$ cat src/rtl/neuron_pkg.sv
// Shared types and helpers for the neuron MAC engine.
package neuron_pkg;

  localparam int unsigned SAT_W = 64;

  typedef enum logic [2:0] {
    IDLE  = 3'd0,
    ACCUM = 3'd1,
    DRAIN = 3'd2,
    ACT   = 3'd3,
    HOLD  = 3'd4
  } state_t;

  typedef enum logic {
    ACT_IDENT = 1'b0,
    ACT_RELU  = 1'b1
  } act_mode_t;

  // 00 selects identity; every other code selects relu.
  function automatic act_mode_t decode_act_mode(input logic [1:0] mode);
    return (mode == 2'b00) ? ACT_IDENT : ACT_RELU;
  endfunction

  // Binary weight: 1 -> +1, 0 -> -1.
  function automatic logic signed [1:0] decode_bin_weight(input logic w);
    return w ? 2'sb01 : 2'sb11;
  endfunction

  // Clamp x into the signed range of a w-bit value.
  function automatic logic signed [SAT_W-1:0] saturate(input logic signed [SAT_W-1:0] x,
                                                       input int unsigned w);
    logic signed [SAT_W-1:0] hi;
    logic signed [SAT_W-1:0] lo;
    hi = (SAT_W'(64'sd1) <<< (w - 1)) - SAT_W'(64'sd1);
    lo = -hi - SAT_W'(64'sd1);
    if (x > hi) return hi;
    if (x < lo) return lo;
    return x;
  endfunction

endpackage

$ cat src/rtl/neuron_engine_lane_sum_tree.sv
// Stage 1: per-lane products summed across all lanes, result registered.
module lane_sum_tree
  import neuron_pkg::*;
#(
  parameter int unsigned N_LANES  = 16,
  parameter int unsigned DATA_W   = 16,
  parameter int unsigned WEIGHT_W = 1,
  parameter int unsigned ACC_W    = 32
) (
  input  logic                         clk,
  input  logic                         reset,
  input  logic                         in_valid,
  input  logic [N_LANES*DATA_W-1:0]    neurons,
  input  logic [N_LANES*WEIGHT_W-1:0]  weights,
  output logic                         sum_valid,
  output logic signed [ACC_W-1:0]      sum
);

  logic signed [ACC_W-1:0] prod [N_LANES];
  logic signed [ACC_W-1:0] sum_c;

  generate
    if (WEIGHT_W == 1) begin : g_bin
      // Binary weights reduce to keeping or negating the neuron.
      always_comb begin
        logic signed [DATA_W-1:0] n;
        logic signed [ACC_W-1:0]  ext;
        logic signed [1:0]        w_dec;
        n     = '0;
        ext   = '0;
        w_dec = '0;
        for (int i = 0; i < int'(N_LANES); i++) begin
          n       = signed'(neurons[i*DATA_W +: DATA_W]);
          ext     = ACC_W'(n);
          w_dec   = decode_bin_weight(weights[i]);
          prod[i] = w_dec[1] ? -ext : ext;
        end
      end
    end else begin : g_mul
      // Signed multi-bit weights: full-width signed product per lane.
      always_comb begin
        logic signed [DATA_W-1:0]          n;
        logic signed [WEIGHT_W-1:0]        w;
        logic signed [DATA_W+WEIGHT_W-1:0] p;
        n = '0;
        w = '0;
        p = '0;
        for (int i = 0; i < int'(N_LANES); i++) begin
          n       = signed'(neurons[i*DATA_W +: DATA_W]);
          w       = signed'(weights[i*WEIGHT_W +: WEIGHT_W]);
          p       = n * w;
          prod[i] = ACC_W'(p);
        end
      end
    end
  endgenerate

  // Reduction across lanes; synthesis balances this into a tree.
  always_comb begin
    sum_c = '0;
    for (int i = 0; i < int'(N_LANES); i++) begin
      sum_c = sum_c + prod[i];
    end
  end

  // Stage-1 register.
  always_ff @(posedge clk) begin
    if (reset) begin
      sum_valid <= 1'b0;
      sum       <= '0;
    end else begin
      sum_valid <= in_valid;
      if (in_valid) sum <= sum_c;
    end
  end

endmodule

$ cat src/rtl/neuron_engine.sv
// Lane-parallel MAC neuron engine: bias + sum(neuron*weight), activation, saturation.
// Optional feature macro: NEURON_SAT_EN (saturating output plus ovf port).
module neuron_engine
  import neuron_pkg::*;
#(
  parameter int unsigned N_LANES  = 16,
  parameter int unsigned DATA_W   = 16,
  parameter int unsigned WEIGHT_W = 1,
  parameter int unsigned ACC_W    = 32,
  parameter int unsigned FRAC_W   = 8
) (
  input  logic                         clk,
  input  logic                         reset,
  input  logic                         start,
  input  logic [DATA_W-1:0]            bias,
  input  logic [1:0]                   act_mode,
  input  logic                         in_valid,
  output logic                         in_ready,
  input  logic                         in_last,
  input  logic [N_LANES*DATA_W-1:0]    in_neurons,
  input  logic [N_LANES*WEIGHT_W-1:0]  in_weights,
  output logic                         out_valid,
  input  logic                         out_ready,
  output logic [DATA_W-1:0]            out_neuron,
  output logic                         busy,
  output logic [15:0]                  beat_count
`ifdef NEURON_SAT_EN
  ,
  output logic                         ovf
`endif
);

  localparam int unsigned SHIFT = (WEIGHT_W > 1) ? FRAC_W : 0;

  state_t                  state;
  state_t                  state_n;
  logic                    drain_cnt;
  logic signed [ACC_W-1:0] acc;
  act_mode_t               act_q;
  logic                    beat_fire;
  logic                    s1_valid;
  logic signed [ACC_W-1:0] s1_sum;
  logic signed [ACC_W-1:0] r_c;
  logic [DATA_W-1:0]       act_c;
`ifdef NEURON_SAT_EN
  logic signed [SAT_W-1:0] sat_c;
  logic                    ovf_c;
`endif

  assign beat_fire = in_valid && (state == ACCUM);

  lane_sum_tree #(
    .N_LANES (N_LANES),
    .DATA_W  (DATA_W),
    .WEIGHT_W(WEIGHT_W),
    .ACC_W   (ACC_W)
  ) u_lane_sum_tree (
    .clk      (clk),
    .reset    (reset),
    .in_valid (beat_fire),
    .neurons  (in_neurons),
    .weights  (in_weights),
    .sum_valid(s1_valid),
    .sum      (s1_sum)
  );

  // State register.
  always_ff @(posedge clk) begin
    if (reset) state <= IDLE;
    else       state <= state_n;
  end

  // Next-state logic.
  always_comb begin
    state_n = state;
    case (state)
      IDLE:    if (start) state_n = ACCUM;
      ACCUM:   if (beat_fire && in_last) state_n = DRAIN;
      DRAIN:   if (drain_cnt) state_n = ACT;
      ACT:     state_n = HOLD;
      HOLD:    if (out_ready) state_n = IDLE;
      default: state_n = IDLE;
    endcase
  end

  // Scale, activate and narrow the accumulator to the output width.
  always_comb begin
    r_c = acc >>> SHIFT;
    if (act_q == ACT_RELU && r_c < 0) r_c = '0;
`ifdef NEURON_SAT_EN
    sat_c = saturate(SAT_W'(r_c), DATA_W);
    act_c = DATA_W'(sat_c);
    ovf_c = (sat_c != SAT_W'(r_c));
`else
    act_c = DATA_W'(r_c);
`endif
  end

  // Accumulator, counters and registered outputs.
  always_ff @(posedge clk) begin
    if (reset) begin
      acc        <= '0;
      act_q      <= ACT_IDENT;
      drain_cnt  <= 1'b0;
      in_ready   <= 1'b0;
      busy       <= 1'b0;
      out_valid  <= 1'b0;
      out_neuron <= '0;
      beat_count <= '0;
`ifdef NEURON_SAT_EN
      ovf        <= 1'b0;
`endif
    end else begin
      in_ready  <= (state_n == ACCUM);
      busy      <= (state_n != IDLE);
      drain_cnt <= (state == DRAIN) ? ~drain_cnt : 1'b0;

      if (state == IDLE && start) begin
        acc        <= ACC_W'(signed'(bias)) <<< SHIFT;
        act_q      <= decode_act_mode(act_mode);
        beat_count <= '0;
      end else begin
        if (s1_valid) acc <= acc + s1_sum;
        if (beat_fire && beat_count != 16'hFFFF) beat_count <= beat_count + 16'd1;
      end

      if (state == ACT) begin
        out_valid  <= 1'b1;
        out_neuron <= act_c;
`ifdef NEURON_SAT_EN
        ovf        <= ovf_c;
`endif
      end else if (state == HOLD && out_ready) begin
        out_valid  <= 1'b0;
`ifdef NEURON_SAT_EN
        ovf        <= 1'b0;
`endif
      end
    end
  end

endmodule

$ cat config.mk
export PLATFORM = sky130hd
export DESIGN_NAME = neuron_engine
export DESIGN_NICKNAME = d
export VERILOG_FILES = /design/src/rtl/neuron_pkg.sv /design/src/rtl/neuron_engine_lane_sum_tree.sv /design/src/rtl/neuron_engine.sv
export SDC_FILE = /design/constraint.sdc
export NUM_CORES = 1
export LEC_CHECK = 0
export CORE_MARGIN = 8
export CORE_UTILIZATION = 40
export CTS_CLUSTER_DIAMETER = 200
export DETAILED_ROUTE_END_ITERATION = 12
export DONT_BUFFER_PORTS = 1
export PLACE_DENSITY = 0.6
export SKIP_CTS_REPAIR_TIMING = 1
export SYNTH_ARGS = -nofsm -noshare
export SYNTH_HDL_FRONTEND = slang
export SYNTH_SLANG_ARGS = --single-unit
export TNS_END_PERCENT = 20
$ cat constraint.sdc
create_clock -name clk -period 12.8 [get_ports clk]
set_input_delay 1.92 -clock clk [delete_from_list [all_inputs] [get_ports clk]]
set_output_delay 1.92 -clock clk [all_outputs]
set_load 0.02 [all_outputs]
==> metrics, run 1 <==
initial core utilization 0.402; most frequent cell after synthesis inv_1; crit path kind input pin to flop; FP Rows 90; first-iteration detailed-routing DRC count roughly 1,400; # H-tree levels 3; ant diodes 0; async set-reset flop share out of synthesis 0; Synth cell types 78; final wirelength ~75 mm; Final ANT Viol Nets 0; number of synthesized flops with an enable pin 0; met3 GRT Util 0.0535; max_cap viols 0; dpl hpwl 66.8 mm; mapped cell area 24,200 sq um; largest net degree at the start of global routing 70; Global Route Usage Sum 0.222; HP Class flop to flop; Synth Net Count about 3,800; Die H between 200 and 300 um; Buf/Inv on CP 6; register area around 2100 sq um; r2r startpoint u_lane_sum_tree.sum[0]; Overflow after GRT 0; top-area cell type share of the netlist area 0.351; CP required around 13 ns; met2 usage 0.373; CP startpoint in_neurons[85]; FILL cells just over 6,000; Final WS setup ~3.7 ns; later-pin clock latency in the skew report about 0.36 ns; Place WS 3.48 ns; ys flop type dfxtp_1; hold path startpoint drain_cnt; CP top delay family adder cells; syn_area_per_cell about 8.3 sq um; cts bufs inserted 9; vias per cell between 5 and 6; Ys Warns 0; Total Neg Setup Slack 0 ns; unrepaired setup endpoints after global routing no; FF+latch count, synth about 110; Final Net Count between 3,000 and 4,000; CP max-delay cell nor4_1; Worst setup EP type flop; routed length per instance approximately 21 um; Multi-input gate area 19,700 sq um; first-pass GRT wire length between 100 and 150 mm; register area share after synthesis 0.0869; Slew @ Worst Pin around 1.1 ns; IO Count roughly 330; Critical Path AT around 9.3 ns; routed vias a little under 20,000; Yosys top cell by area fa_1; setup violators final 0; Crit Path Max Fanout 6; fin. max-slew vios 0; IO buf count 0; share of cells above drive strength 1 0.0334; CTS tree done; Max clock buf depth 2; slowest stage delay, CP between 0.6 and 0.7 ns; final-report hold violation count 0; Slew HR 0.246; Final min period between 9 and 10 ns; outcome finished, final reports clean; Core ar. 60,100 sq um; FMAX ~110 MHz; GPL Wtd Cong around 1.0; busiest grt layer met2; DRC viols 0; drt pass-1 iters 5; clk root buf clkbuf_16; Area Growth Syn to Fin 4.22%; Chip Width about 260 um; Clock Sink Count 105; GRT met1 Usage 0.282; Synth area leaders fa_1 35%, inv_1 8.7%, dfxtp_1 8.7%; Worst-path clk slew ~0.08 ns; number of global-route vias before repair roughly 20,000; Synth Instances 2,930; initial antenna violation count 2; Max Clock Skew approximately 0.011 ns; Synth top cells by count 561 x inv_1, 424 x fa_1, 322 x nand2_1; Die Footprint around 70,000 sq um; crit share post-route 0.710; Worst Setup Start Kind input pin
==> layout make-up <==
cell class | instances | share of cell area
multi-input combinational | 2183 | 0.780
inverter | 562 | 0.0836
sequential | 105 | 0.0833
tap | 782 | 0.0388
clock buffer | 9 | 0.00893
clock inverter | 7 | 0.00298
timing repair buffer | 8 | 0.00238
==> cells by family (layout without fill, tap and decap cells) <==
logic type                 Yosys count  count (layout)  share of synthesized area
buffers and inverters              642             586                      0.101
adders and majority gates          525             525                      0.403
AOI/OAI and AO/OA                  447             447                      0.119
muxes                               63              63                     0.0269
DFF                                105             105                     0.0869
xor gates and xnor gates           283             283                      0.102
and+or+nand+nor                    865             865                      0.161
==> metrics by stage <==
| step | std cells | hold WS (ns) | utilization | area, sq um |
|---|---|---|---|---|
| after global placement | 3640 | 0.406 | 0.414 | 24900 |
| after detailed placement | 3640 | 0.410 | 0.414 | 24900 |
| final | 3656 | 0.419 | 0.419 | 25200 |
| after CTS | 3656 | 0.422 | 0.419 | 25200 |
| after floorplan | 2930 | 0.399 | - | 24200 |
| after global routing | 3656 | 0.426 | 0.419 | 25200 |
==> path summary, 6_finish.rpt <==
| check | end | slack, ns | cells after the start |
|---|---|---|---|
| max | u_lane_sum_tree.sum[30] | 3.72 | 28 |
| min | drain_cnt | 0.42 | 1 |
| max reg2reg | acc[30] | 9.82 | 12 |
| min reg2reg | drain_cnt | 0.42 | 1 |
==> sequential cells by signal, summed over array words and instances (netlist names), 3 cells and up <==
signal               flops
state                    3
acc                     32
u_lane_sum_tree.sum     32
beat_count              16
out_neuron              16
==> layout by cell type, fill, tap and decap left out, types with 17 or more instances in the layout <==
cell / n
a211oi_1: 22
a21bo_2: 29
a21o_1: 26
a21oi_1: 213
a31oi_1: 30
and2_1: 22
dfxtp_1: 105
fa_1: 424
ha_1: 101
inv_1: 561
mux2_2: 17
mux2i_1: 46
nand2_1: 322
nand3_1: 51
nor2_1: 243
nor2b_1: 18
nor3_1: 100
nor4_1: 34
o21a_1: 20
o21ai_0: 35
xnor2_1: 150
xor2_1: 133
==> routing by layer <==
metal | wire length [um] | up-vias
li1 | - | 9150
met1 | 30600 | 9543
met2 | 35400 | 640
met3 | 6610 | 105
met4 | 2560 | 0
met5 | 0 | -
Power of run 1 is not shown: default switching activity piles up to over one toggle a cycle in this logic, so the estimate is an artifact.
==> inputs of run 2 (changes only) <==
--- a/config.mk
+++ b/config.mk
@@ -10,7 +10,7 @@
 export CTS_CLUSTER_DIAMETER = 200
 export DETAILED_ROUTE_END_ITERATION = 12
 export DONT_BUFFER_PORTS = 1
-export PLACE_DENSITY = 0.6
+export PLACE_DENSITY = 0.62
 export SKIP_CTS_REPAIR_TIMING = 1
 export SYNTH_ARGS = -nofsm -noshare
 export SYNTH_HDL_FRONTEND = slang
==> constraint.sdc (replaced) <==
create_clock -name clk -period 7.4 [get_ports clk]
set_input_delay 1.11 -clock clk [delete_from_list [all_inputs] [get_ports clk]]
set_output_delay 1.11 -clock clk [all_outputs]
set_load 0.02 [all_outputs]
==> run 2 against run 1 <==
  * Via count grew 4.0%
  * Global-route usage down 0.088 points
  * Final area increased by 10%
  * Critical path depth did not move
  * First-iteration DRC count rose by 12%
  * Hold slack got worse by 0.0015 ns
  * Highest routed layer unchanged
==> metrics, run 2 (synthesized netlist as in run 1, its figures left out) <==
outcome finished, final reports clean; share of cells above drive strength 1 0.149; largest net degree at the start of global routing 70; Overflow after GRT 0; FP Rows 90; fin. max-slew vios 0; routed length per instance slightly below 20 um; top flop regs acc (32), u_lane_sum_tree.sum (32); GPL Wtd Cong a little under 1; CP required approximately 7.7 ns; most frequent CP cell inv_2; WL met1 31.1 mm; Area Growth Syn to Fin 14.8%; max layer used met4; r2r startpoint acc[0]; Max clock buf depth 2; Core ar. approximately 60,000 sq um; Critical Path AT ~7.5 ns; Final WS setup 0.149 ns; first-iteration detailed-routing DRC count approximately 1,600; # H-tree levels 3; cts bufs inserted 9; clk root buf clkbuf_16; Slew @ Worst Pin 1.16 ns; Chip Width about 260 um; Crit Path Max Fanout 5; final-report hold violation count 0; commonest non-fill, non-tap cells in the layout 548 x inv_1, 416 x fa_1, 301 x nand2_1, 253 x buf_4, 237 x nor2_1; hold path startpoint drain_cnt; FMAX between 100 and 150 MHz; Final ANT Viol Nets 0; Max Clock Skew 0.0113 ns; Worst Setup Start Kind input pin; first-pass GRT wire length ~120 mm; number of global-route vias before repair around 20,000; CP max-delay cell fa_1; most common cell after layout, fill and taps aside inv_1; Place WS -0.487 ns; drt pass-1 iters 8; max_cap viols 0; Worst-path clk slew roughly 0.080 ns; initial core utilization 0.402; Cells after DPL 3,877; Met2 Wirelength 36.7 mm; Slew HR 0.222; crit share post-route 0.980; final wirelength ~76 mm; Die Footprint between 60,000 and 70,000 sq um; routed vias slightly above 20,000; slowest stage delay, CP between 0.5 and 0.6 ns; Buf/Inv on CP 5; IO buf count 0; crit path kind input pin to flop; CP top delay family adder cells; Global Route Usage Sum 0.221; fin cells slightly below 4,000; Final min period 7.25 ns; Clock Sink Count roughly 110; later-pin clock latency in the skew report 0.36 ns; DRC viols 0; Die H 262 um; CP startpoint in_neurons[100]; HP Class flop to flop; CTS tree done; IO Count 331; initial antenna violation count 1; vias per cell between 5 and 6; Worst setup EP type flop; setup violators final 0; Final Net Count roughly 3,900; dpl hpwl a little under 70 mm; unrepaired setup endpoints after global routing yes; met3 WL about 6.5 mm
-- run 2: routing by layer --
layer / global-route usage / vias up
li1: - / 9650
met1: 0.283 / 9883
met5: 0 / -
met3: 0.0516 / 79
met4: 0.0505 / 0
met2: 0.376 / 603
-- run 2: per-stage QoR --
step           setup TNS, ns  instance area (sq um)  utilization  hold slack (ns)
2_1_floorplan         -0.255                  24300            -            0.399
3_3_place_gp           -4.26                  26800        0.446            0.407
3_5_place_dp           -4.84                  26800        0.446            0.410
4_1_cts               -0.383                  27100        0.451            0.421
5_1_grt               -0.735                  27800        0.462            0.452
6_report                   0                  27800        0.462            0.417
-- run 2: cell type report --
type	count	area [sq um]
Antenna cell	2	5.00
Clock buffer	9	225
Clock inverter	7	81.3
Fill cell	5892	32300
Inverter	562	2110
Multi-Input combinational cell	2183	20400
Sequential cell	105	2100
Tap cell	782	978
Timing Repair Buffer	253	1900
-- run 2: worst paths after layout --
| kind | endpoint | slack [ns] | depth (start not counted) |
|---|---|---|---|
| max | u_lane_sum_tree.sum[29] | 0.15 | 28 |
| min | drain_cnt | 0.42 | 1 |
| min reg2reg | drain_cnt | 0.42 | 1 |
| max reg2reg | acc[22] | 4.44 | 12 |
Power of run 2 is left out for the same reason.
==> inputs of run 3 (changes only) <==
--- a/config.mk
+++ b/config.mk
@@ -11,6 +11,7 @@
 export DETAILED_ROUTE_END_ITERATION = 12
 export DONT_BUFFER_PORTS = 1
 export PLACE_DENSITY = 0.62
+export SETUP_SLACK_MARGIN = 0.5
 export SKIP_CTS_REPAIR_TIMING = 1
 export SYNTH_ARGS = -nofsm -noshare
 export SYNTH_HDL_FRONTEND = slang
==> run 3 against run 2 <==
  * Final area is 0.34% higher
  * Highest routed layer unchanged
  * Critical path type unchanged
  * Maximum frequency is 0.68% lower
  * Global-route usage is 0.12 points higher
  * Via count is 0.12% lower
  * Largest cell class unchanged
  * Critical path depth stayed put
  * Die area stayed put
  * Sequential share of layout area hardly changed
  * Hold slack better by 0.0017 ns
==> metrics, run 3 (synthesized netlist as in run 1, its figures left out) <==
outcome finished, final reports clean; Hold Path Depth 1; final wirelength roughly 76 mm; initial core utilization 0.402; CTS tree done; Final ANT Viol Nets 0; routed vias ~20,000; CP required between 7 and 8 ns; Place WS -0.468 ns; Worst-path clk slew 0.07 ns; max layer used met4; Die Footprint 68,600 sq um; hold path startpoint drain_cnt; final-report hold violation count 0; Core ar. approximately 60,000 sq um; met3 WL about 7 mm; Global Route Usage Sum 0.222; WHS approximately 0.42 ns; Die H roughly 260 um; WL met1 roughly 31 mm; final core occ 0.464; Area Growth Syn to Fin 15.2%; top flop regs acc (32), u_lane_sum_tree.sum (32); initial antenna violation count 1; max_cap viols 0; setup violators final 0; FP Rows 90; share of cells above drive strength 1 0.153; cts bufs inserted 9; routed length per instance 19.6 um; FILL cells around 6,000; number of global-route vias before repair slightly above 20,000; DRC viols 0; vias per cell approximately 5.2; Final min period around 7.3 ns; Final WS setup just under 0.1 ns; Overflow after GRT 0; crit share post-route 0.987; Crit Path Max Fanout 5; Chip Width between 200 and 300 um; # H-tree levels 3; fin. max-slew vios 0; GPL Wtd Cong 1.02; Slew @ Worst Pin between 1 and 1.5 ns; largest net degree at the start of global routing 70; clk root buf clkbuf_16; Reg2Reg Depth 12; Slew HR 0.232; FF-to-FF setup slack 4.41 ns; later-pin clock latency in the skew report roughly 0.36 ns; Total Neg Setup Slack 0 ns; Worst Hold Path EP drain_cnt; drt pass-1 iters 5; IO buf count 0; Worst Setup Start Kind input pin; dpl hpwl about 68 mm; Worst setup EP type flop; reg-to-reg endpoint acc[28]; IO Count approximately 330; first-iteration detailed-routing DRC count approximately 1,500; Final Net Count 3,938; Max clock buf depth 2; commonest non-fill, non-tap cells in the layout 541 x inv_1, 412 x fa_1, 306 x nand2_1, 253 x buf_4, 239 x nor2_1; Clock Sink Count about 110; FMAX around 140 MHz; most common cell after layout, fill and taps aside inv_1; unrepaired setup endpoints after global routing yes; first-pass GRT wire length ~120 mm; Critical Path AT ~7.6 ns; Max Clock Skew just under 0.01 ns; crit path kind input pin to flop; HP Class flop to flop; Met2 Wirelength 36.6 mm; r2r startpoint acc[0]
run 3: cell count changes in the layout (fill, tap and decap cells not counted), sizes merged:
cell | before | now
inv | 566 | 564
bufinv | 1 | 2
buf | 253 | 256
clkbuf | 9 | 10
run 3: area by class of cell:
type / count / area (sq um) / area share
Multi-Input combinational cell: 2183 / 20400 / 0.732
Inverter: 562 / 2110 / 0.0757
Sequential cell: 105 / 2100 / 0.0754
Timing Repair Buffer: 256 / 1930 / 0.0693
Tap cell: 782 / 978 / 0.0351
Clock buffer: 10 / 239 / 0.00857
Clock inverter: 6 / 93.8 / 0.00337
Antenna cell: 2 / 5.00 / 0.000180
run 3: through the flow:
| step | area [sq um] | cells |
|---|---|---|
| 6_report | 27900 | 3906 |
| 5_1_grt | 27900 | 3904 |
| 4_1_cts | 27200 | 3900 |
| 3_5_place_dp | 26900 | 3884 |
| 3_3_place_gp | 26900 | 3884 |
| 2_1_floorplan | 24300 | 2930 |
run 3: metal layers:
layer	vias to the layer above	GRT usage
li1	9646	-
met1	9809	0.281
met2	643	0.377
met3	93	0.0581
met4	0	0.0525
met5	-	0
run 3: how the worst max path moves through the flow:
stage,slack [ns],startpoint,cells after the start,endpoint
after floorplan,-0.08,in_neurons[70],28,u_lane_sum_tree.sum[29]
after global placement,-0.39,in_neurons[70],27,u_lane_sum_tree.sum[30]
after detailed placement,-0.47,in_neurons[70],27,u_lane_sum_tree.sum[30]
after CTS,-0.11,in_neurons[70],27,u_lane_sum_tree.sum[30]
after global routing,-0.14,in_neurons[100],28,u_lane_sum_tree.sum[29]
final,0.1,in_neurons[100],28,u_lane_sum_tree.sum[29]
run 3: worst max-delay path, cell delays in order:
cell and delay, ns:
nor3_4 0.24, nand2_2 0.12, nor4_4 0.29, nand2b_1 0.18
nor2_2 0.18, nand3_2 0.15, ha_4 0.28, mux2_4 0.27
fa_1 0.52, inv_2 0.04, fa_1 0.49, inv_1 0.05
fa_2 0.52, inv_2 0.04, fa_2 0.46, fa_1 0.51
inv_1 0.05, fa_2 0.52, inv_2 0.04, ha_4 0.15
a21o_1 0.16, a21o_1 0.15, a21o_1 0.17, a31oi_4 0.21
o21ai_4 0.10, o21ai_4 0.21, o21ai_1 0.11, a32o_1 0.21
Power of run 3 is left out for the same reason.
==> edit: new RTL, flow settings as in run 3 <==
Reset style: asynchronous (`reset`), changed in 3 clocked blocks.
--- a/src/rtl/neuron_engine_lane_sum_tree.sv
+++ b/src/rtl/neuron_engine_lane_sum_tree.sv
@@ -64,7 +64,7 @@
   end
 
   // Stage-1 register.
-  always_ff @(posedge clk) begin
+  always_ff @(posedge clk or posedge reset) begin
     if (reset) begin
       sum_valid <= 1'b0;
       sum       <= '0;
--- a/src/rtl/neuron_engine.sv
+++ b/src/rtl/neuron_engine.sv
@@ -65,7 +65,7 @@
   );
 
   // State register.
-  always_ff @(posedge clk) begin
+  always_ff @(posedge clk or posedge reset) begin
     if (reset) state <= IDLE;
     else       state <= state_n;
   end
@@ -97,7 +97,7 @@
   end
 
   // Accumulator, counters and registered outputs.
-  always_ff @(posedge clk) begin
+  always_ff @(posedge clk or posedge reset) begin
     if (reset) begin
       acc        <= '0;
       act_q      <= ACT_IDENT;
Formal check against the unedited RTL: differs if reset is asserted again (counterexample within 4 cycles, from zero or initial values and one cycle with reset high); with reset held inactive, the same outputs for 4 cycles.
==> edit against run 3 <==
The run now ends with setup timing left. Register-to-register slack got worse by 0.34 ns. Fmax fell by 4.9%. Sequential cell count did not move. Synthesized area fell by 0.56%. Critical path depth rose by 1. Routed wire length rose by 0.50%. Worst setup slack got worse by 0.37 ns. Sequential share of layout area rose by 1.9 points. Design area fell by 0.30%.
Power is left out: the tool's default activity adds up to more than one toggle a clock period on the data nets, which glitch-free logic cannot reach.
==> edit: results (changes against run 3) <==
stage;metric;value;unit;change
sta;worst hold slack after final layout;0.435;ns;+0.0163 ns
clock_network;clock transition time at the flip-flop clock pins of the worst setup and hold paths;0.09;ns;+0.02 ns
drt;total via count in the routed design;19800;;-1.7%
clock_network;clock insertion delay at the later pin of the skew report;0.36;ns;about the same
global_routing;largest net degree at the start of global routing;67;;-4.3%
place;half-perimeter wire length of the detailed placement result;69100;um;+2.2%
outcome;status;complete, but fails checks;;
drt;First-pass DRT Iterations;5;;unchanged
sta;slew at the pin with the worst max-slew slack;1.12;ns;-0.0316 ns
setup_path;master of the slowest instance on the critical path;sky130_fd_sc_hd__fa_2;;
min_path;Min-Delay Path Class;register to register;;
final_layout;fillcell total;5938;;+0.63%
outcome;failing checks;setup timing;;
synth;Synth top cells by count;563 x sky130_fd_sc_hd__inv_1, 424 x sky130_fd_sc_hd__fa_1, 350 x sky130_fd_sc_hd__nand2_1;;
synth;net count after synthesis;3677;;-2.0%
synth;Synth cell types;62;;-21%
synth;Area contributors post-synth;sky130_fd_sc_hd__fa_1 35%, sky130_fd_sc_hd__dfrtp_1 11%, sky130_fd_sc_hd__inv_1 8.8%, sky130_fd_sc_hd__xor2_1 6.1%, sky130_fd_sc_hd__nand2_1 5.5%;;
place;area of placed instances;26900;sq um;about the same
place;routability cong.;0.983;;-3.4%
setup_path;WP data arrival;7.88;ns;+0.33 ns
setup_path;slack of the worst reg-to-reg path;4.07;ns;-0.34 ns
sta;Setup WS post-layout;-0.275;ns;-0.374 ns
synth;share of flip-flops with an asynchronous set or reset;100;%;+100 points
synth;most frequently used flop master after synthesis;sky130_fd_sc_hd__dfrtp_1;;
drt;Total Routed Length;76800;um;+0.50%
place;DP Worst Slack;-0.793;ns;-0.325 ns
sta;setup-violating endpoint count in the final report;8;;+8
clock_network;total clock buffers created by CTS;9;;unchanged
setup_path;biggest fanout along the worst timing path;5;;unchanged
sta;maximum clock skew at final layout;0.0209;ns;+0.0111 ns
drt;Detailed Route Iter0 Violations;1294;;-13%
global_routing;All-Layer GR Usage;22.5;%;+0.33 points
clock_network;CTS root buffer;sky130_fd_sc_hd__clkbuf_16;;
synth;number of synthesis warnings;0;;unchanged
final_layout;registers with the highest flip-flop counts;acc x32, u_lane_sum_tree.sum x32;;
global_routing;antenna violations before repair;2;;+1
place;total of buffers placed on input and output ports;0;;unchanged
clock_network;number of buffers on the longest clock path;2;;unchanged
synth;sequential share of the synthesized area;10.9;%;+2.2 points
global_routing;wire length of the first global-routing pass;118000;um;+0.64%
setup_path;delay of the slowest cell on the worst path;0.56;ns;+0.04 ns
final_layout;Layout Nets;3887;;-1.3%
sta;setup tns final;-1.26;ns;-1.26 ns
final_layout;fraction of final layout cells with drive strength greater than 1;15.7;%;+0.42 points
clock_network;number of levels the H-tree was split into;3;;unchanged
==> edit: cell types whose count changed after synthesis, sizes merged, moves of 28 or more <==
cell          run 3  this run
xor2            133       167
dfrtp             0       105
o21ai            44        97
dfxtp           105         0
nand2           322       350
a21oi           215       173
==> edit: worst paths after layout <==
check / start / to / cells past startpoint
min in group asynchronous: reset / beat_count[14]$_DFFE_PP0P_ / 1
max: in_neurons[130] / u_lane_sum_tree.sum[30]$_DFFE_PP0P_ / 29
max reg2reg: acc[0]$_DFFE_PP0P_ / acc[28]$_DFFE_PP0P_ / 13
min reg2reg: drain_cnt$_DFF_PP0_ / drain_cnt$_DFF_PP0_ / 1
min: drain_cnt$_DFF_PP0_ / drain_cnt$_DFF_PP0_ / 1
max in group asynchronous: reset / u_lane_sum_tree.sum[2]$_DFFE_PP0P_ / 2
==> edit: area by class of cell <==
class	instances	area, sq um	area share, %
Multi-Input combinational cell	2118	19700	71.0
Sequential cell	105	2630	9.45
Inverter	563	2120	7.61
Timing Repair Buffer	269	2040	7.35
Tap cell	782	978	3.52
Clock buffer	9	225	0.810
Clock inverter	7	68.8	0.248
Antenna cell	1	2.50	0.00900
==> edit: worst max-delay path, delay by kind of cell <==
| kind | cells | cell delay [ns] |
|---|---|---|
| adders and majority gates | 8 | 3.58 |
| and+or+nand+nor | 8 | 1.23 |
| AOI/OAI and AO/OA | 6 | 1.09 |
| buffers and inverters | 5 | 0.47 |
| muxes | 2 | 0.42 |
==> edit: kinds of logic (layout without fill, tap and decap cells) <==
logic type	after synthesis	after routing	share of synthesized area, %
and+or+nand+nor	832	832	15.3
buffers and inverters	633	848	9.87
adders and majority gates	525	525	40.5
AOI/OAI and AO/OA	409	409	10.2
xor gates and xnor gates	301	301	11.0
DFF	105	105	10.9
muxes	51	51	2.23
other	0	1	0
==> edit: layer usage <==
layer,GRT usage [%],wire length [um],vias up
met5,0,13,-
met2,37.5,35800,630
met4,4.86,1610,2
li1,-,-,9334
met3,6.23,7330,92
met1,29.1,32000,9780
==> edit: through the flow <==
step                      cells  utilization, %
after floorplan            2856               -
after global placement     3821            44.9
after detailed placement   3821            44.9
after CTS                  3837            45.4
after global routing       3853            46.4
final                      3854            46.4
